File: config.mk
export PLATFORM = sky130hd
export DESIGN_NAME = counter_sweep_ctrl_flat
export DESIGN_NICKNAME = d
export VERILOG_FILES = /design/src/rtl/counter_sweep_ctrl_if.sv /design/src/rtl/counter_sweep_ctrl.sv /design/src/flat_wrapper.sv
export SDC_FILE = /design/constraint.sdc
export NUM_CORES = 1
export LEC_CHECK = 0
export ABC_AREA = 0
export CAP_MARGIN = 20
export CORE_MARGIN = 2
export CORE_UTILIZATION = 52
export CTS_BUF_LIST = sky130_fd_sc_hd__clkbuf_8
export CTS_CLUSTER_SIZE = 25
export DETAILED_ROUTE_END_ITERATION = 7
export MAX_ROUTING_LAYER = met4
export PLACE_DENSITY = 0.91
export SLEW_MARGIN = 10
export SYNTH_ARGS = -nofsm -noshare
export SYNTH_HDL_FRONTEND = slang
export SYNTH_SLANG_ARGS = --single-unit
File: constraint.sdc
create_clock -name clk -period 3.5 [get_ports clk]
set_input_delay 0.7 -clock clk [delete_from_list [all_inputs] [get_ports clk]]
set_output_delay 0.7 -clock clk [all_outputs]
set_load 0.005 [all_outputs]
File: src/rtl/counter_sweep_ctrl_if.sv
// Control/status bus between the sweep controller and the up/down bounded counter.
// The controller drives the master side and the counter sits on the slave side.
interface counter_sweep_ctrl_if #(
  parameter int WIDTH = 8
);
  logic             cnt_en;
  logic             cnt_set;
  logic [3:0]       cnt_din;
  logic [3:0]       cnt_step;
  logic             cnt_up_down;
  logic [WIDTH-1:0] cnt_count;
  logic             cnt_finish;

  modport master (
    output cnt_en,
    output cnt_set,
    output cnt_din,
    output cnt_step,
    output cnt_up_down,
    input  cnt_count,
    input  cnt_finish
  );

  modport slave (
    input  cnt_en,
    input  cnt_set,
    input  cnt_din,
    input  cnt_step,
    input  cnt_up_down,
    output cnt_count,
    output cnt_finish
  );
endinterface

File: src/rtl/counter_sweep_ctrl.sv
// Sweep controller: loads the counter, then sweeps it MIN<->MAX a programmed
// number of times, with a start/busy/done handshake and a stall watchdog.
module counter_sweep_ctrl #(
  parameter int WIDTH    = 8,
  parameter int MAX      = 100,
  parameter int MIN      = 10,
  parameter int SWEEPS_W = 8
) (
  input  logic                clk,
  input  logic                rst,
  input  logic                start,
  input  logic [3:0]          cfg_din,
  input  logic [3:0]          cfg_step,
  input  logic [SWEEPS_W-1:0] cfg_sweeps,
  output logic                busy,
  output logic                done,
  output logic                err,
  output logic [SWEEPS_W-1:0] sweep_cnt,
  counter_sweep_ctrl_if.master cnt
);

  localparam logic [2:0] S_IDLE = 3'd0;
  localparam logic [2:0] S_LOAD = 3'd1;
  localparam logic [2:0] S_RUN  = 3'd2;
  localparam logic [2:0] S_TURN = 3'd3;
  localparam logic [2:0] S_FIN  = 3'd4;

  localparam logic [WIDTH-1:0] MAX_V = WIDTH'(MAX);
  localparam logic [WIDTH-1:0] MIN_V = WIDTH'(MIN);
  localparam logic [WIDTH:0]   WD_LAST = {1'b0, {WIDTH{1'b1}}};

  logic [2:0]          state;
  logic [3:0]          din_q;
  logic [3:0]          step_q;
  logic [SWEEPS_W-1:0] sweeps_q;
  logic [SWEEPS_W-1:0] sweep_q;
  logic [SWEEPS_W-1:0] sweep_nxt;
  logic                dir_q;
  logic                err_q;
  logic [WIDTH:0]      wd_q;
  logic                at_end;
  logic                wd_hit;
  logic                unused_finish;

  // Endpoint by compare: a large step may jump past MAX/MIN
  assign at_end = dir_q ? (cnt.cnt_count >= MAX_V)
                        : (cnt.cnt_count <= MIN_V);
  assign wd_hit    = (wd_q == WD_LAST);
  assign sweep_nxt = sweep_q + 1'b1;

  assign unused_finish = cnt.cnt_finish;

  assign busy      = (state != S_IDLE);
  assign done      = (state == S_FIN);
  assign err       = err_q;
  assign sweep_cnt = sweep_q;

  assign cnt.cnt_set     = (state == S_LOAD);
  assign cnt.cnt_din     = din_q;
  assign cnt.cnt_step    = step_q;
  assign cnt.cnt_up_down = dir_q;

  always_comb begin
    cnt.cnt_en = 1'b0;
    unique case (1'b1)
      (state == S_LOAD): cnt.cnt_en = 1'b1;
      (state == S_RUN):  cnt.cnt_en = ~at_end & ~wd_hit;
      default:           cnt.cnt_en = 1'b0;
    endcase
  end

  always_ff @(posedge clk or negedge rst) begin
    if (!rst) begin
      state    <= S_IDLE;
      din_q    <= '0;
      step_q   <= '0;
      sweeps_q <= '0;
      sweep_q  <= '0;
      dir_q    <= 1'b1;
      err_q    <= 1'b0;
      wd_q     <= '0;
    end else begin
      case (state)
        S_IDLE: begin
          if (start) begin
            din_q    <= cfg_din;
            step_q   <= cfg_step;
            sweeps_q <= cfg_sweeps;
            sweep_q  <= '0;
            err_q    <= 1'b0;
            if (cfg_step == 4'd0) begin
              err_q <= 1'b1;
            end else if (cfg_sweeps == '0) begin
              state <= S_FIN;
            end else begin
              state <= S_LOAD;
              dir_q <= 1'b1;
            end
          end
        end
        S_LOAD: begin
          state <= S_RUN;
          wd_q  <= '0;
        end
        S_RUN: begin
          if (at_end) begin
            state <= S_TURN;
          end else if (wd_hit) begin
            err_q <= 1'b1;
            state <= S_IDLE;
          end else begin
            wd_q <= wd_q + 1'b1;
          end
        end
        S_TURN: begin
          sweep_q <= sweep_nxt;
          dir_q   <= ~dir_q;
          if (sweep_nxt == sweeps_q) begin
            state <= S_FIN;
          end else begin
            state <= S_RUN;
            wd_q  <= '0;
          end
        end
        S_FIN:   state <= S_IDLE;
        default: state <= S_IDLE;
      endcase
    end
  end

endmodule

File: src/flat_wrapper.sv
// flat-port wrapper written by rule: the top's interface ports become plain ports
module counter_sweep_ctrl_flat 
#(
  parameter int WIDTH    = 8,
  parameter int MAX      = 100,
  parameter int MIN      = 10,
  parameter int SWEEPS_W = 8
)
  (clk, rst, start, cfg_din, cfg_step, cfg_sweeps, busy, done, err, sweep_cnt, cnt_cnt_en, cnt_cnt_set, cnt_cnt_din, cnt_cnt_step, cnt_cnt_up_down, cnt_cnt_count, cnt_cnt_finish);
  counter_sweep_ctrl_if #(.WIDTH(WIDTH)) cnt_i ();
  input  logic clk;
  input  logic rst;
  input  logic start;
  input  logic [3:0] cfg_din;
  input  logic [3:0] cfg_step;
  input  logic [SWEEPS_W-1:0] cfg_sweeps;
  output logic busy;
  output logic done;
  output logic err;
  output logic [SWEEPS_W-1:0] sweep_cnt;
  output wire logic [$bits(cnt_i.cnt_en)-1:0] cnt_cnt_en;
  output wire logic [$bits(cnt_i.cnt_set)-1:0] cnt_cnt_set;
  output wire logic [$bits(cnt_i.cnt_din)-1:0] cnt_cnt_din;
  output wire logic [$bits(cnt_i.cnt_step)-1:0] cnt_cnt_step;
  output wire logic [$bits(cnt_i.cnt_up_down)-1:0] cnt_cnt_up_down;
  input wire logic [$bits(cnt_i.cnt_count)-1:0] cnt_cnt_count;
  input wire logic [$bits(cnt_i.cnt_finish)-1:0] cnt_cnt_finish;
  assign cnt_cnt_en = cnt_i.cnt_en;
  assign cnt_cnt_set = cnt_i.cnt_set;
  assign cnt_cnt_din = cnt_i.cnt_din;
  assign cnt_cnt_step = cnt_i.cnt_step;
  assign cnt_cnt_up_down = cnt_i.cnt_up_down;
  assign cnt_i.cnt_count = cnt_cnt_count;
  assign cnt_i.cnt_finish = cnt_cnt_finish;
  counter_sweep_ctrl #(.WIDTH(WIDTH), .MAX(MAX), .MIN(MIN), .SWEEPS_W(SWEEPS_W)) u_core (.clk(clk), .rst(rst), .start(start), .cfg_din(cfg_din), .cfg_step(cfg_step), .cfg_sweeps(cfg_sweeps), .busy(busy), .done(done), .err(err), .sweep_cnt(sweep_cnt), .cnt(cnt_i));
endmodule
== Yosys cells after proc, flatten, opt, wreduce, memory -nomap -nowiden ==
Cells that the tools add are included.

* Bits in registers: 38
* Bits of input ports: 28
* Logic and storage cells: 67

* $add $sub $neg: 2
* Magnitude comparators: 2
* Equal/unequal tests: 14
* Mux-type cells: 24
* Bitwise logic cells: 4
* Reduce and logical (&&, ||, !) cells: 13

{| class="wikitable"
|+ Operator list
! operator !! number
|-
| 9-bit 2-to-1 mux || 3
|-
| 9-bit case mux with 3 select lines || 1
|-
| 3-bit 2-to-1 mux || 6
|-
| 8-bit case mux with 2 select lines || 1
|-
| 2-bit inequality test (second input constant) || 6
|-
| 3-bit case mux with 4 select lines || 1
|-
| 4-bit AND reduction || 3
|-
| 9-bit by 1-bit adder with 9-bit output (second input constant) || 1
|-
| 9-bit by 8-bit == test with 1-bit output (second input constant) || 1
|-
| 8-bit by 1-bit adder with 8-bit output (second input constant) || 1
|-
| 8-bit == test || 1
|-
| 8-bit by 7-bit >= comparator with 1-bit output (second input constant) || 1
|-
| 8-bit by 4-bit <= comparator with 1-bit output (second input constant) || 1
|-
| 8-bit logical NOT || 1
|-
| 1-bit 2-to-1 mux || 8
|-
| 8-bit 2-to-1 mux || 1
|-
| 3-bit by 2-bit == test with 1-bit output (second input constant) || 2
|-
| 1-bit case mux with 2 select lines || 3
|-
| 3-bit nonzero test || 2
|-
| 4-bit logical NOT || 1
|-
| 2-bit AND reduction || 2
|-
| 2-bit nonzero test || 2
|-
| 3-bit by 1-bit == test with 1-bit output (second input constant) || 1
|-
| 3-bit == test (second input constant) || 1
|-
| 6 further kinds || 8
|}

== Longest topological paths before layout ==
* Word-level depth: 5
* Gate-level depth with buffers: 9

== Least setup slack after synthesis ==
Ideal clock, no wire load.

* Path kind: register -> output
* From: register u_core.wd_q[0]
* To: output cnt_cnt_en
* Arrival time: 1,946 ps
* Data required time: 2,800 ps
* Path slack: 854 ps
* Stages on the path, launching flop included: 9
* Cells stage by stage: dfrtp_1 ha_1 and3_1 and3_1 and3_1 ha_1 a211o_1 nand2b_1 buf_2

* Cells in the longest elaborated chain, start to end: 4

{| class="wikitable"
|+ RTL lines
! item !! RTL line !! RTL
|-
| from (decl) || counter_sweep_ctrl.sv:40 || <nowiki>logic [WIDTH:0] wd_q;</nowiki>
|-
| from (signal assigned) || counter_sweep_ctrl.sv:112 || <nowiki>wd_q <= wd_q + 1'b1;</nowiki>
|-
| 9-bit by 8-bit == test with 1-bit output || counter_sweep_ctrl.sv:48 || <nowiki>assign wd_hit = (wd_q == WD_LAST);</nowiki>
|-
| 1-bit inverter || counter_sweep_ctrl.sv:67 || <nowiki>(state == S_RUN): cnt.cnt_en = ~at_end & ~wd_hit;</nowiki>
|-
| 1-bit AND || counter_sweep_ctrl.sv:67 ||
|-
| 1-bit case mux with 2 select lines || counter_sweep_ctrl.sv:65 || <nowiki>unique case (1'b1)</nowiki>
|-
| to (decl) || flat_wrapper.sv:21 || <nowiki>output wire logic [$bits(cnt_i.cnt_en)-1:0] cnt_cnt_en;</nowiki>
|}

No other way between the ends.

== Worst setup path after layout ==
Ends and elaborated chain as after synthesis.

==> metrics.csv <==
metric,value,unit
Cell Pwr Density,764,mW/mm2
Post-synth top flop,dfrtp_1,
total CTS buffers,5,
fmax,295,MHz
Die Ht,68.3,um
Synth Net Count,236,
DR pass1 iterations,4,
GRT Total Usage,0.238,
die width,68.3,um
largest net degree at the start of global routing,39,
"Req. time, crit path",2800,ps
Synth top cells by count,"dfrtp_1 (37), nand2_1 (20), mux2_2 (16)",
Antenna Cells,0,
final hold violation count,0,
CTS tree,done,
Via density,5.92,
Critical Path Most Common Cell,and3_1,
Sw Share,0.344,
Reg2Reg Setup Slack,1080,ps
hpwl dp,3.45,mm
post-synth top area cell,dfrtp_1,
Worst-path clk slew,80,ps
met1 global-route usage,0.313,
Root Driver,clkbuf_8,
synthesized area,0.00215,mm2
Comb pwr share,0.428,
first-pass GRT wire length,7.76,mm
Worst Setup End Kind,output pin,
type of the worst min-delay path,in2async,
Final Slew Violations,0,
fin nets,284,
layout cell share with drive strength beyond 1,0.169,
Layout area overhead,30.9,%
initial antenna violation count,0,
CP endpoint,cnt_cnt_en,
Slew HR,0.446,
crit path max fanout,4,
critical path cell sequence,"ha_1, and3_4, and3_1, and3_1, ha_2, a211o_1, nand2b_1, clkdlybuf4s50_1",
max cap viols,0,
cell-internal power,1.41,mW
number of global-route vias before repair,1684,
vias,1799,
clock group share of total power,0.219,
Iter 0 DRT Violations,98,
"delay-heaviest family, CP",simple AND/OR/NAND/NOR gates,
grt met3 use,0.0658,
Post-CTS Setup Bufs,0,
status,completed,
Initial Utilization,0.537,
setup_tns,0,ps
Synth async-reset ratio,1.00,
dominant cells by area after synthesis,"dfrtp_1 (43%), mux2_2 (8.4%), nand2_1 (3.5%), o31ai_1 (2.8%), o21ai_0 (2.3%)",
die area,0.00466,mm2
Worst Path Arrival,2690,ps
P_sw,0.739,mW
total gr overflow,0,
FF-to-FF Start,u_core.wd_q[1]$_DFFE_PN0P_,
Crit-path slowest cell,clkdlybuf4s50_1,
CP bufs+invs,1,
Yosys Warn Count,0,
"Distinct cells, synth",53,
DRT Wirelength,4.77,mm
clock skew,6.94,ps
Final period util,0.970,
H-Tree Depth,2,
crit path kind,reg2out,
drt wl/cell,15.7,um
met2 GRT Util,0.348,
Lkg Pwr,1.14,nW
Seq cells post-synth,38,
sequential share of the synthesized area,0.443,
Critical Path Source,u_core.wd_q[0]$_DFFE_PN0P_,
synthesized area per cell,10.5,um2
r2r endpoint,u_core.state[1]$_DFFE_PN0P_,
post-layout min period,3390,ps
"Largest stage delay, worst path",500,ps
final setup vio count,0,
CTS max path bufs,2,
Buffers on Ports,48,
GRT Max-Usage Layer,met2,
DR DRC count,0,
Worst setup SP type,flip-flop,
IO Count,50,
VDD IR-drop max,0.464,mV
Post-Synthesis Cells,205,
"Clk Latency, worst-skew pair",300,ps
"EDFF count, synth",0,
worst-margin pin slew,832,ps
RSZ-0062 raised after global routing,no,
"count leader, synth",dfrtp_1,
core area,0.00400,mm2
Final Wtd Congestion,0.827,
FP Rows,23,
R2R cell count,9,
# clock sinks,38,
area share of the largest cell type after synthesis,0.431,
hold slack,493,ps
Fillers,309,
Seq pwr share,0.353,
"Hold-fix buffers, CTS",0,
post-route ant nets,0,
stages on the worst setup path,8,
==> power by group through the flow <==
stage	Combinational (mW)	Sequential (mW)	Clock, mW
after floorplan	0.623	0.708	0
after global placement	0.888	0.747	0
after detailed placement	0.918	0.757	0
after CTS	0.923	0.751	0.479
after global routing	1.01	0.780	0.490
final	0.920	0.758	0.469
==> layout by cell type (no fill, tap or decap), types with 5 or more instances in the layout <==
master	synthesis	routed
nor2_1	8	8
a21oi_1	7	7
clkdlybuf4s50_1	0	47
nand2_1	20	20
clkbuf_8	0	6
o31ai_1	8	8
mux2_2	16	16
o21ai_0	10	10
nor3_1	6	6
a31oi_1	6	6
inv_1	11	11
dfrtp_1	37	37
and3_1	6	5
==> worst min-delay path by stage <==
stage	startpoint	end	slack, ps	cells after the start
floorplan	rst	u_core.cnt.cnt_din[0]$_DFFE_PN0P_	400	0
global placement	u_core.cnt.cnt_din[2]$_DFFE_PN0P_	u_core.cnt.cnt_din[2]$_DFFE_PN0P_	490	1
global route	u_core.cnt.cnt_step[0]$_DFFE_PN0P_	u_core.cnt.cnt_step[0]$_DFFE_PN0P_	530	1
detailed placement	u_core.cnt.cnt_step[2]$_DFFE_PN0P_	u_core.cnt.cnt_step[2]$_DFFE_PN0P_	500	1
finish	rst	u_core.wd_q[6]$_DFFE_PN0P_	490	1
CTS	u_core.cnt.cnt_step[0]$_DFFE_PN0P_	u_core.cnt.cnt_step[0]$_DFFE_PN0P_	510	1
==> registers in the layout, indices dropped and copies added (netlist names) <==
register / flops
u_core.state: 3
u_core.cnt.cnt_step: 4
u_core.wd_q: 9
u_core.sweep_cnt: 8
u_core.err: 1
u_core.cnt.cnt_din: 4
u_core.sweeps_q: 8
u_core.cnt.cnt_up_down: 1
==> cell families (layout without fill, tap and decap cells) <==
family | Yosys count | in the layout | share of synthesized area
DFF | 38 | 38 | 0.443
xor gates and xnor gates | 9 | 9 | 0.0589
buffers and inverters | 22 | 71 | 0.0472
and+or+nand+nor | 67 | 67 | 0.170
muxes | 18 | 18 | 0.0932
adders and majority gates | 4 | 4 | 0.0227
AOI/OAI and AO/OA | 47 | 47 | 0.164
==> repair_timing <==
| action | in CTS | in global routing |
|---|---|---|
| resized for setup | 1 | 1 |
| endpoints found under the setup margin | 1 | 1 |
| pin swaps | 0 | 1 |
==> layer usage <==
layer	vias up	wire, um
li1	851	-
met1	864	2000
met2	77	2320
met3	7	357
met4	0	92
met5	-	0
==> layout make-up <==
type / instances / area, um2 / share of cell area
Clock buffer: 6 / 82.6 / 0.0294
Inverter: 11 / 41.3 / 0.0147
Clock inverter: 2 / 60.1 / 0.0214
Multi-Input combinational cell: 145 / 1110 / 0.394
Tap cell: 50 / 62.6 / 0.0223
Sequential cell: 38 / 952 / 0.339
Timing Repair Buffer: 52 / 505 / 0.180
==> metrics by stage <==
step | util | instances | worst slack, ps | total power [mW] | area (um2)
after global placement | 0.665 | 296 | 291 | 1.64 | 2660
after floorplan | - | 205 | 854 | 1.33 | 2150
after CTS | 0.702 | 304 | 42.5 | 2.15 | 2810
after global routing | 0.703 | 304 | 10.7 | 2.28 | 2810
final | 0.703 | 304 | 106 | 2.15 | 2810
after detailed placement | 0.665 | 296 | 282 | 1.68 | 2660
Note: power is estimated with default switching activity, not from simulation.
